## src/rtl/sdram_frame_sched.sv

```systemverilog
// Triple-buffer frame scheduler: rotates three SDRAM frame buffers between the camera
// writer and the display reader, and drives the address windows and FIFO clear pulses.
module sdram_frame_sched #(
  parameter logic [23:0] BASE_ADDR  = 24'h000000,
  parameter logic [23:0] BUF_STRIDE = 24'h080000,
  parameter logic [23:0] FRAME_SIZE = 24'd307200,
  parameter logic [9:0]  BURST_LEN  = 10'd512,
  parameter int          RST_CYCLES = 4
) (
  input  logic        sys_clk,
  input  logic        sys_rst,
  input  logic        init_end,
  input  logic        wr_frame_start,
  input  logic        rd_frame_start,
  output logic [23:0] sdram_wr_b_addr,
  output logic [23:0] sdram_wr_e_addr,
  output logic [23:0] sdram_rd_b_addr,
  output logic [23:0] sdram_rd_e_addr,
  output logic [9:0]  wr_burst_len,
  output logic [9:0]  rd_burst_len,
  output logic        wr_rst,
  output logic        rd_rst,
  output logic        read_valid,
  output logic [1:0]  wr_buf_idx,
  output logic [1:0]  rd_buf_idx,
  output logic        frame_drop,
  output logic        frame_repeat
);

  typedef enum logic [1:0] {W_IDLE = 2'd0, W_RST = 2'd1, W_RUN = 2'd2} wr_state_t;
  typedef enum logic [1:0] {R_IDLE = 2'd0, R_RST = 2'd1, R_RUN = 2'd2} rd_state_t;

  localparam logic [3:0] RST_LOAD = 4'(RST_CYCLES - 1);

  function automatic logic [23:0] buf_base(input logic [1:0] idx);
    case (idx)
      2'd0:    buf_base = BASE_ADDR;
      2'd1:    buf_base = BASE_ADDR + BUF_STRIDE;
      2'd2:    buf_base = BASE_ADDR + BUF_STRIDE + BUF_STRIDE;
      default: buf_base = BASE_ADDR;
    endcase
  endfunction

  function automatic logic [1:0] free_idx(input logic [1:0] a, input logic [1:0] b);
    if (a != 2'd0 && b != 2'd0) begin
      free_idx = 2'd0;
    end else if (a != 2'd1 && b != 2'd1) begin
      free_idx = 2'd1;
    end else begin
      free_idx = 2'd2;
    end
  endfunction

  wr_state_t  wr_state_r, wr_state_nxt;
  rd_state_t  rd_state_r, rd_state_nxt;
  logic [3:0] wr_cnt_r, wr_cnt_nxt, rd_cnt_r, rd_cnt_nxt;
  logic [1:0] wr_idx_r, wr_idx_nxt, rd_idx_r, rd_idx_nxt, lat_idx_r, lat_idx_nxt;
  logic       lat_vld_r, lat_vld_nxt, fresh_r, fresh_nxt;
  logic       wr_rst_nxt, rd_rst_nxt, read_valid_nxt, drop_nxt, repeat_nxt;
  logic       wr_pick_s, rd_take_s;

  assign wr_burst_len = BURST_LEN;
  assign rd_burst_len = BURST_LEN;
  assign wr_buf_idx   = wr_idx_r;
  assign rd_buf_idx   = rd_idx_r;

  // Next-state for both FSMs; the writer commit is resolved first so a simultaneous read sees it.
  always_comb begin
    wr_state_nxt   = wr_state_r;
    rd_state_nxt   = rd_state_r;
    wr_cnt_nxt     = wr_cnt_r;
    rd_cnt_nxt     = rd_cnt_r;
    wr_idx_nxt     = wr_idx_r;
    rd_idx_nxt     = rd_idx_r;
    lat_idx_nxt    = lat_idx_r;
    lat_vld_nxt    = lat_vld_r;
    fresh_nxt      = fresh_r;
    wr_rst_nxt     = wr_rst;
    rd_rst_nxt     = rd_rst;
    read_valid_nxt = read_valid;
    drop_nxt       = 1'b0;
    repeat_nxt     = 1'b0;
    wr_pick_s      = 1'b0;
    rd_take_s      = 1'b0;

    case (wr_state_r)
      W_IDLE: begin
        if (init_end && wr_frame_start) begin
          wr_pick_s    = 1'b1;
          wr_state_nxt = W_RST;
          wr_cnt_nxt   = RST_LOAD;
          wr_rst_nxt   = 1'b1;
        end else begin
          wr_rst_nxt   = 1'b0;
        end
      end
      W_RST: begin
        if (wr_cnt_r == 4'd0) begin
          wr_state_nxt = W_RUN;
          wr_rst_nxt   = 1'b0;
        end else begin
          wr_cnt_nxt   = wr_cnt_r - 4'd1;
          wr_rst_nxt   = 1'b1;
        end
      end
      W_RUN: begin
        if (wr_frame_start) begin
          wr_pick_s    = 1'b1;
          wr_state_nxt = W_RST;
          wr_cnt_nxt   = RST_LOAD;
          wr_rst_nxt   = 1'b1;
          lat_idx_nxt  = wr_idx_r;
          lat_vld_nxt  = 1'b1;
          fresh_nxt    = 1'b1;
          drop_nxt     = fresh_r;
        end else begin
          wr_rst_nxt   = 1'b0;
        end
      end
      default: begin
        wr_state_nxt = W_IDLE;
        wr_rst_nxt   = 1'b0;
      end
    endcase

    case (rd_state_r)
      R_IDLE, R_RUN: begin
        rd_take_s = rd_frame_start && lat_vld_nxt;
        if (rd_take_s) begin
          if (fresh_nxt) begin
            rd_idx_nxt = lat_idx_nxt;
          end else begin
            repeat_nxt = 1'b1;
          end
          fresh_nxt      = 1'b0;
          rd_state_nxt   = R_RST;
          rd_cnt_nxt     = RST_LOAD;
          rd_rst_nxt     = 1'b1;
          read_valid_nxt = 1'b0;
        end else begin
          rd_rst_nxt     = 1'b0;
          read_valid_nxt = (rd_state_r == R_RUN);
        end
      end
      R_RST: begin
        if (rd_cnt_r == 4'd0) begin
          rd_state_nxt   = R_RUN;
          rd_rst_nxt     = 1'b0;
          read_valid_nxt = 1'b1;
        end else begin
          rd_cnt_nxt     = rd_cnt_r - 4'd1;
          rd_rst_nxt     = 1'b1;
          read_valid_nxt = 1'b0;
        end
      end
      default: begin
        rd_state_nxt   = R_IDLE;
        rd_rst_nxt     = 1'b0;
        read_valid_nxt = 1'b0;
      end
    endcase

    if (wr_pick_s) begin
      wr_idx_nxt = free_idx(rd_idx_nxt, lat_idx_nxt);
    end else begin
      wr_idx_nxt = wr_idx_r;
    end
  end

  // State, index and output registers; addresses follow the new indices on the same edge.
  always_ff @(posedge sys_clk) begin
    if (sys_rst) begin
      wr_state_r      <= W_IDLE;
      rd_state_r      <= R_IDLE;
      wr_cnt_r        <= 4'd0;
      rd_cnt_r        <= 4'd0;
      wr_idx_r        <= 2'd0;
      rd_idx_r        <= 2'd1;
      lat_idx_r       <= 2'd2;
      lat_vld_r       <= 1'b0;
      fresh_r         <= 1'b0;
      wr_rst          <= 1'b0;
      rd_rst          <= 1'b0;
      read_valid      <= 1'b0;
      frame_drop      <= 1'b0;
      frame_repeat    <= 1'b0;
      sdram_wr_b_addr <= buf_base(2'd0);
      sdram_wr_e_addr <= buf_base(2'd0) + FRAME_SIZE;
      sdram_rd_b_addr <= buf_base(2'd1);
      sdram_rd_e_addr <= buf_base(2'd1) + FRAME_SIZE;
    end else begin
      wr_state_r      <= wr_state_nxt;
      rd_state_r      <= rd_state_nxt;
      wr_cnt_r        <= wr_cnt_nxt;
      rd_cnt_r        <= rd_cnt_nxt;
      wr_idx_r        <= wr_idx_nxt;
      rd_idx_r        <= rd_idx_nxt;
      lat_idx_r       <= lat_idx_nxt;
      lat_vld_r       <= lat_vld_nxt;
      fresh_r         <= fresh_nxt;
      wr_rst          <= wr_rst_nxt;
      rd_rst          <= rd_rst_nxt;
      read_valid      <= read_valid_nxt;
      frame_drop      <= drop_nxt;
      frame_repeat    <= repeat_nxt;
      sdram_wr_b_addr <= buf_base(wr_idx_nxt);
      sdram_wr_e_addr <= buf_base(wr_idx_nxt) + FRAME_SIZE;
      sdram_rd_b_addr <= buf_base(rd_idx_nxt);
      sdram_rd_e_addr <= buf_base(rd_idx_nxt) + FRAME_SIZE;
    end
  end

  sdram_frame_sched_chk u_chk (
    .sys_clk (sys_clk),
    .sys_rst (sys_rst),
    .wr_idx  (wr_idx_r),
    .rd_idx  (rd_idx_r),
    .lat_idx (lat_idx_r)
  );

endmodule

// Invariant checker: the writer never shares a buffer with the reader or the latest frame.
module sdram_frame_sched_chk (
  input logic       sys_clk,
  input logic       sys_rst,
  input logic [1:0] wr_idx,
  input logic [1:0] rd_idx,
  input logic [1:0] lat_idx
);

  // Buffer exclusivity and index range checked every cycle outside reset.
  always_ff @(posedge sys_clk) begin
    if (!sys_rst) begin
      assert (wr_idx != rd_idx && wr_idx != lat_idx)
        else $error("buffer overlap wr=%0d rd=%0d lat=%0d", wr_idx, rd_idx, lat_idx);
      assert (wr_idx != 2'd3 && rd_idx != 2'd3 && lat_idx != 2'd3)
        else $error("buffer index out of range");
    end else begin
    end
  end

endmodule

```

## config.mk

```make
export PLATFORM = sky130hd
export DESIGN_NAME = sdram_frame_sched
export DESIGN_NICKNAME = d
export VERILOG_FILES = /design/src/rtl/sdram_frame_sched.sv
export SDC_FILE = /design/constraint.sdc
export NUM_CORES = 1
export LEC_CHECK = 0
export BUFFER_PORTS_ARGS = -buffer_cell sky130_fd_sc_hd__buf_2
export CORE_MARGIN = 1.5
export CORE_UTILIZATION = 40
export DETAILED_ROUTE_END_ITERATION = 6
export PLACE_DENSITY = 0.73
export SKIP_CTS_REPAIR_TIMING = 1
export SYNTH_ARGS = -nofsm -noshare
export SYNTH_HDL_FRONTEND = slang
export SYNTH_SLANG_ARGS = --single-unit
export TNS_END_PERCENT = 30
```

## constraint.sdc

```tcl
create_clock -name sys_clk -period 2.7 [get_ports sys_clk]
set_clock_uncertainty 0.1 [all_clocks]
set_input_delay 0.54 -clock sys_clk [delete_from_list [all_inputs] [get_ports sys_clk]]
set_output_delay 0.54 -clock sys_clk [all_outputs]
set_load 0.02 [all_outputs]
```

==> results list <==
- STA classifies the critical path startpoint as a flop.
* Clock latency of the later-clocked register in the worst-skew pair: 0.29 ns
- The share of total power dissipated in sequential elements is 0.441.
* Multi-input logic area: 0.001087 mm²
- Maximum number of pins on one net before global-route repair: 21
* Antenna violations before repair: 0
* Final instance area: 0.001973 mm²
- The number of global-route vias before repair was approximately 1100.
- Post-DP HPWL: ~2300 µm
- Yosys top cell by area: buf_4
- By area, the combinational part of the netlist is dominated by buffers and inverters.
- Fraction of the mapped netlist area in compound gates: 0.1256
- Maximum capacitance violations: 0
- The floorplan step defined a die boundary enclosing 0.005881 mm².
- Of the cells placed in the final design, the portion with a size suffix greater than 1 is 0.1345.
* Part of the power in combinational logic: 0.224
- The initial utilization of the core area, before any placement, comes to 0.4199.
- Dividing the detail-routed wire length by the instance count gives between 8 and 9 µm.
* Synth top area share: 0.3906
- The design draws 1.034 mW.
- Detailed-routed wire length on met3: 303 µm
- Across the VDD grid, the largest voltage drop is 0.1957 mV.
* Global-route congestion overflow total: 0
* Ordered list of cells on the worst path: inv_1 -> ha_1 -> nor3b_1 -> or3b_1 -> a2111oi_2 -> mux2i_1
* Adder and majority cell fraction of the synthesized area: 0.01728
- Buffers placed on the I/O ports in this run total 21.
- Via total after detailed routing: 1383
- Synth Area in XOR/XNOR: 0
- Die X: between 70 and 80 µm
- Area post-placement: 0.001887 mm²
* Total global routing track utilization: 0.09987
- The largest individual stage delay along the critical path comes from the cell or3b_1.
* Post-synthesis instance area: around 0.0022 mm²
- CP arrival: 2.21 ns
- For the worst setup path, the data required time is 2.82 ns.
- DRC errors left: 0
- The final-report max-slew violation count came to 0.
- The total area inside the core boundary comes to 0.005172 mm².
- Synth cell types: 41
- H-Tree Level Count: 2
* Count of flip-flops with a built-in enable after synthesis: 0
* Synthesized netlist cell count: 258
- Unrepaired setup endpoints after global routing: no
- Clk Tree Root Cell: clkbuf_8
* Pre-antenna DRT Iters: 4
- Setup total negative slack on the finished layout was measured at 0 ns.
- Basic-gate share of the synthesized area counting and, or, nand and nor cells: 0.1371
* Top-level port count: 130
- Yosys warning count: 0
* Fillers: about 550
- In the synthesized netlist the dominant register cell turns out to be dfxtp_1.
- Part of the Yosys area used for sequential elements: 0.2673
- Critical path class: reg2reg
- Yosys attributes the largest share of cell area to buf_4 (39%), dfxtp_1 (27%), nor2_1 (2.4%).
* First-pass GRT wire length: 4643 µm
* Detailed Route WL: between 3000 and 4000 µm
- Headroom to the max-slew limit came out at 0.5210.
* DRT antenna net count: 0
* Cell type group with the largest total delay on the critical path: simple AND/OR/NAND/NOR gates
- TritonCTS clock tree: built
- In this run the core area contains 26 standard-cell rows.
- The number of buffers and inverters on the critical path is 1.
* Most common library cell in the layout ignoring fill and taps: conb_1
- Counting flops with an async set or reset pin after synthesis yields a share of 0.
- The library cells used most frequently in the layout, excluding fill and tap cells, are conb_1 (108), dfxtp_1 (29), buf_2 (21), nor2_1 (14), a21oi_1 (9).
* PD cells: ~520 mW/mm²
* Total count of hold-check failures in the final report: 0
* Min Tclk post-route: around 2.1 ns
- The die is 76.69 µm tall.
- Slowest stage delay, CP: 0.48 ns
- Core occupancy in the finished layout: 0.3815
* Diode insertion count for antenna repair: 0
- Wire length on met1: between 1000 and 1500 µm
* Highest metal layer used by the detailed router: met4
- The flow ran to the end, and the final reports show no timing, DRC or antenna violations.
* Seq cells post-synth: 29
- The analysis attributes to net switching a power of 371.7 µW.
* Clock power share: 0.335
- Clock-pin transition on the worst setup and hold timing paths: 0.07 ns
- The number of clock buffers added by TritonCTS is 5.
- Met2 layer wire length in the routed design: about 1400 µm
* Share of cell area taken by muxes after synthesis: 0.03399
- Setup violations remaining at the end of the flow were counted as 0.
* Internal cell power: 662.5 µW
* Area growth from synthesis to layout: -9.159%
* Via-to-Cell Ratio: around 4
- Of the total power, the share spent switching nets is 0.3594.
- Mean instance size in the synthesized netlist: ~8.4 µm²
* Detailed router's first-iteration violation count: 86
- Maximum net fanout on the critical path: 8
- Counting along the longest clock path gives a buffer depth of 2.
- In this run the worst hold path is classified as reg2reg.
* Combined flip-flop and latch cell area: 580.6 µm²
- Dividing the final minimum period by the clock period gives 0.7753.
* F_max: 477.7 MHz
* Placer congestion estimate: 0.7662
- In the final design database the tool counted 282 nets.
- The clock net in this run drives a total of 29 sinks.
* Slew at the pin closest to its max-slew limit: 0.7137 ns
* Leak pwr: 0.9854 nW
- Critical Path Sink Type: flop
-- per-stage QoR --
stage / hold slack (ns) / worst slack, ns / std cells
finish: 0.3942 / 0.6066 / 345
global route: 0.4237 / 0.4829 / 345
CTS: 0.3948 / 0.5839 / 345
detailed placement: 0.3832 / 0.4772 / 337
global placement: 0.3668 / 0.5474 / 337
floorplan: 0.3489 / 0.7333 / 364
-- cell families (layout without fill, tap and decap cells) --
group / Yosys count / count (layout)
buffers and inverters: 125 / 36
and+or+nand+nor: 54 / 54
AOI/OAI and AO/OA: 38 / 38
DFF: 29 / 29
muxes: 7 / 7
adders and majority gates: 3 / 3
other: 2 / 108
-- worst reg2reg max path, stage by stage, from the launching register on --
cell	delay [ns]
dfxtp_1	0.38
inv_1	0.08
ha_1	0.20
nor3b_1	0.15
or3b_1	0.48
a2111oi_2	0.43
mux2i_1	0.22
-- cells in the mapped netlist, drive strengths merged (3+ instances only) --
library cell	count
a211oi	5
inv	7
nor3	3
mux2	3
a22oi	3
nand2	7
nand2b	4
nand3	4
dfxtp	29
a21oi	9
o21ai	5
buf	115
mux2i	4
a21o	3
clkbuf	3
or3	3
ha	3
nor2	14
nand3b	6
nor2b	3
-- state kept, by name (all words and copies together) (netlist names), 2 cells and up --
signal and flops:
rd_cnt_r 4, lat_idx_r 2, sdram_wr_e_addr 2, wr_cnt_r 4
sdram_rd_b_addr 2, rd_state_r 2, wr_buf_idx 2, rd_buf_idx 2
wr_state_r 2
-- power groups by stage --
stage	combinational, mW	clock, mW	sequential (mW)
floorplan	0.324	0	0.467
global placement	0.226	0	0.465
detailed placement	0.228	0	0.466
CTS	0.229	0.357	0.456
global route	0.251	0.384	0.459
finish	0.232	0.346	0.456
-- area by class of cell --
type,count,share of cell area
clock inverters,3,0.008878
multi-input cells,210,0.5510
clock buffers,5,0.03488
flip-flops and latches,29,0.2942
inverters,7,0.01332
repair buffers,21,0.05327
well taps,70,0.04439
-- routing by layer --
metal	vias to the layer above	track usage
met5	-	0
met4	0	0.05926
li1	667	-
met2	87	0.1611
met3	6	0.03929
met1	623	0.1105
-- worst paths after layout --
check / to / startpoint / slack, ns / cells after the start
worst max-delay path: rd_cnt_r[3]$_SDFFE_PP0P_ / rd_cnt_r[0]$_SDFFE_PP0P_ / 0.61 / 6
worst min-delay path: rd_cnt_r[3]$_SDFFE_PP0P_ / rd_cnt_r[3]$_SDFFE_PP0P_ / 0.39 / 2
worst max register to register: rd_cnt_r[3]$_SDFFE_PP0P_ / rd_cnt_r[0]$_SDFFE_PP0P_ / 0.61 / 6
worst min register to register: rd_cnt_r[3]$_SDFFE_PP0P_ / rd_cnt_r[3]$_SDFFE_PP0P_ / 0.39 / 2
(Power assumes the default switching activity.)
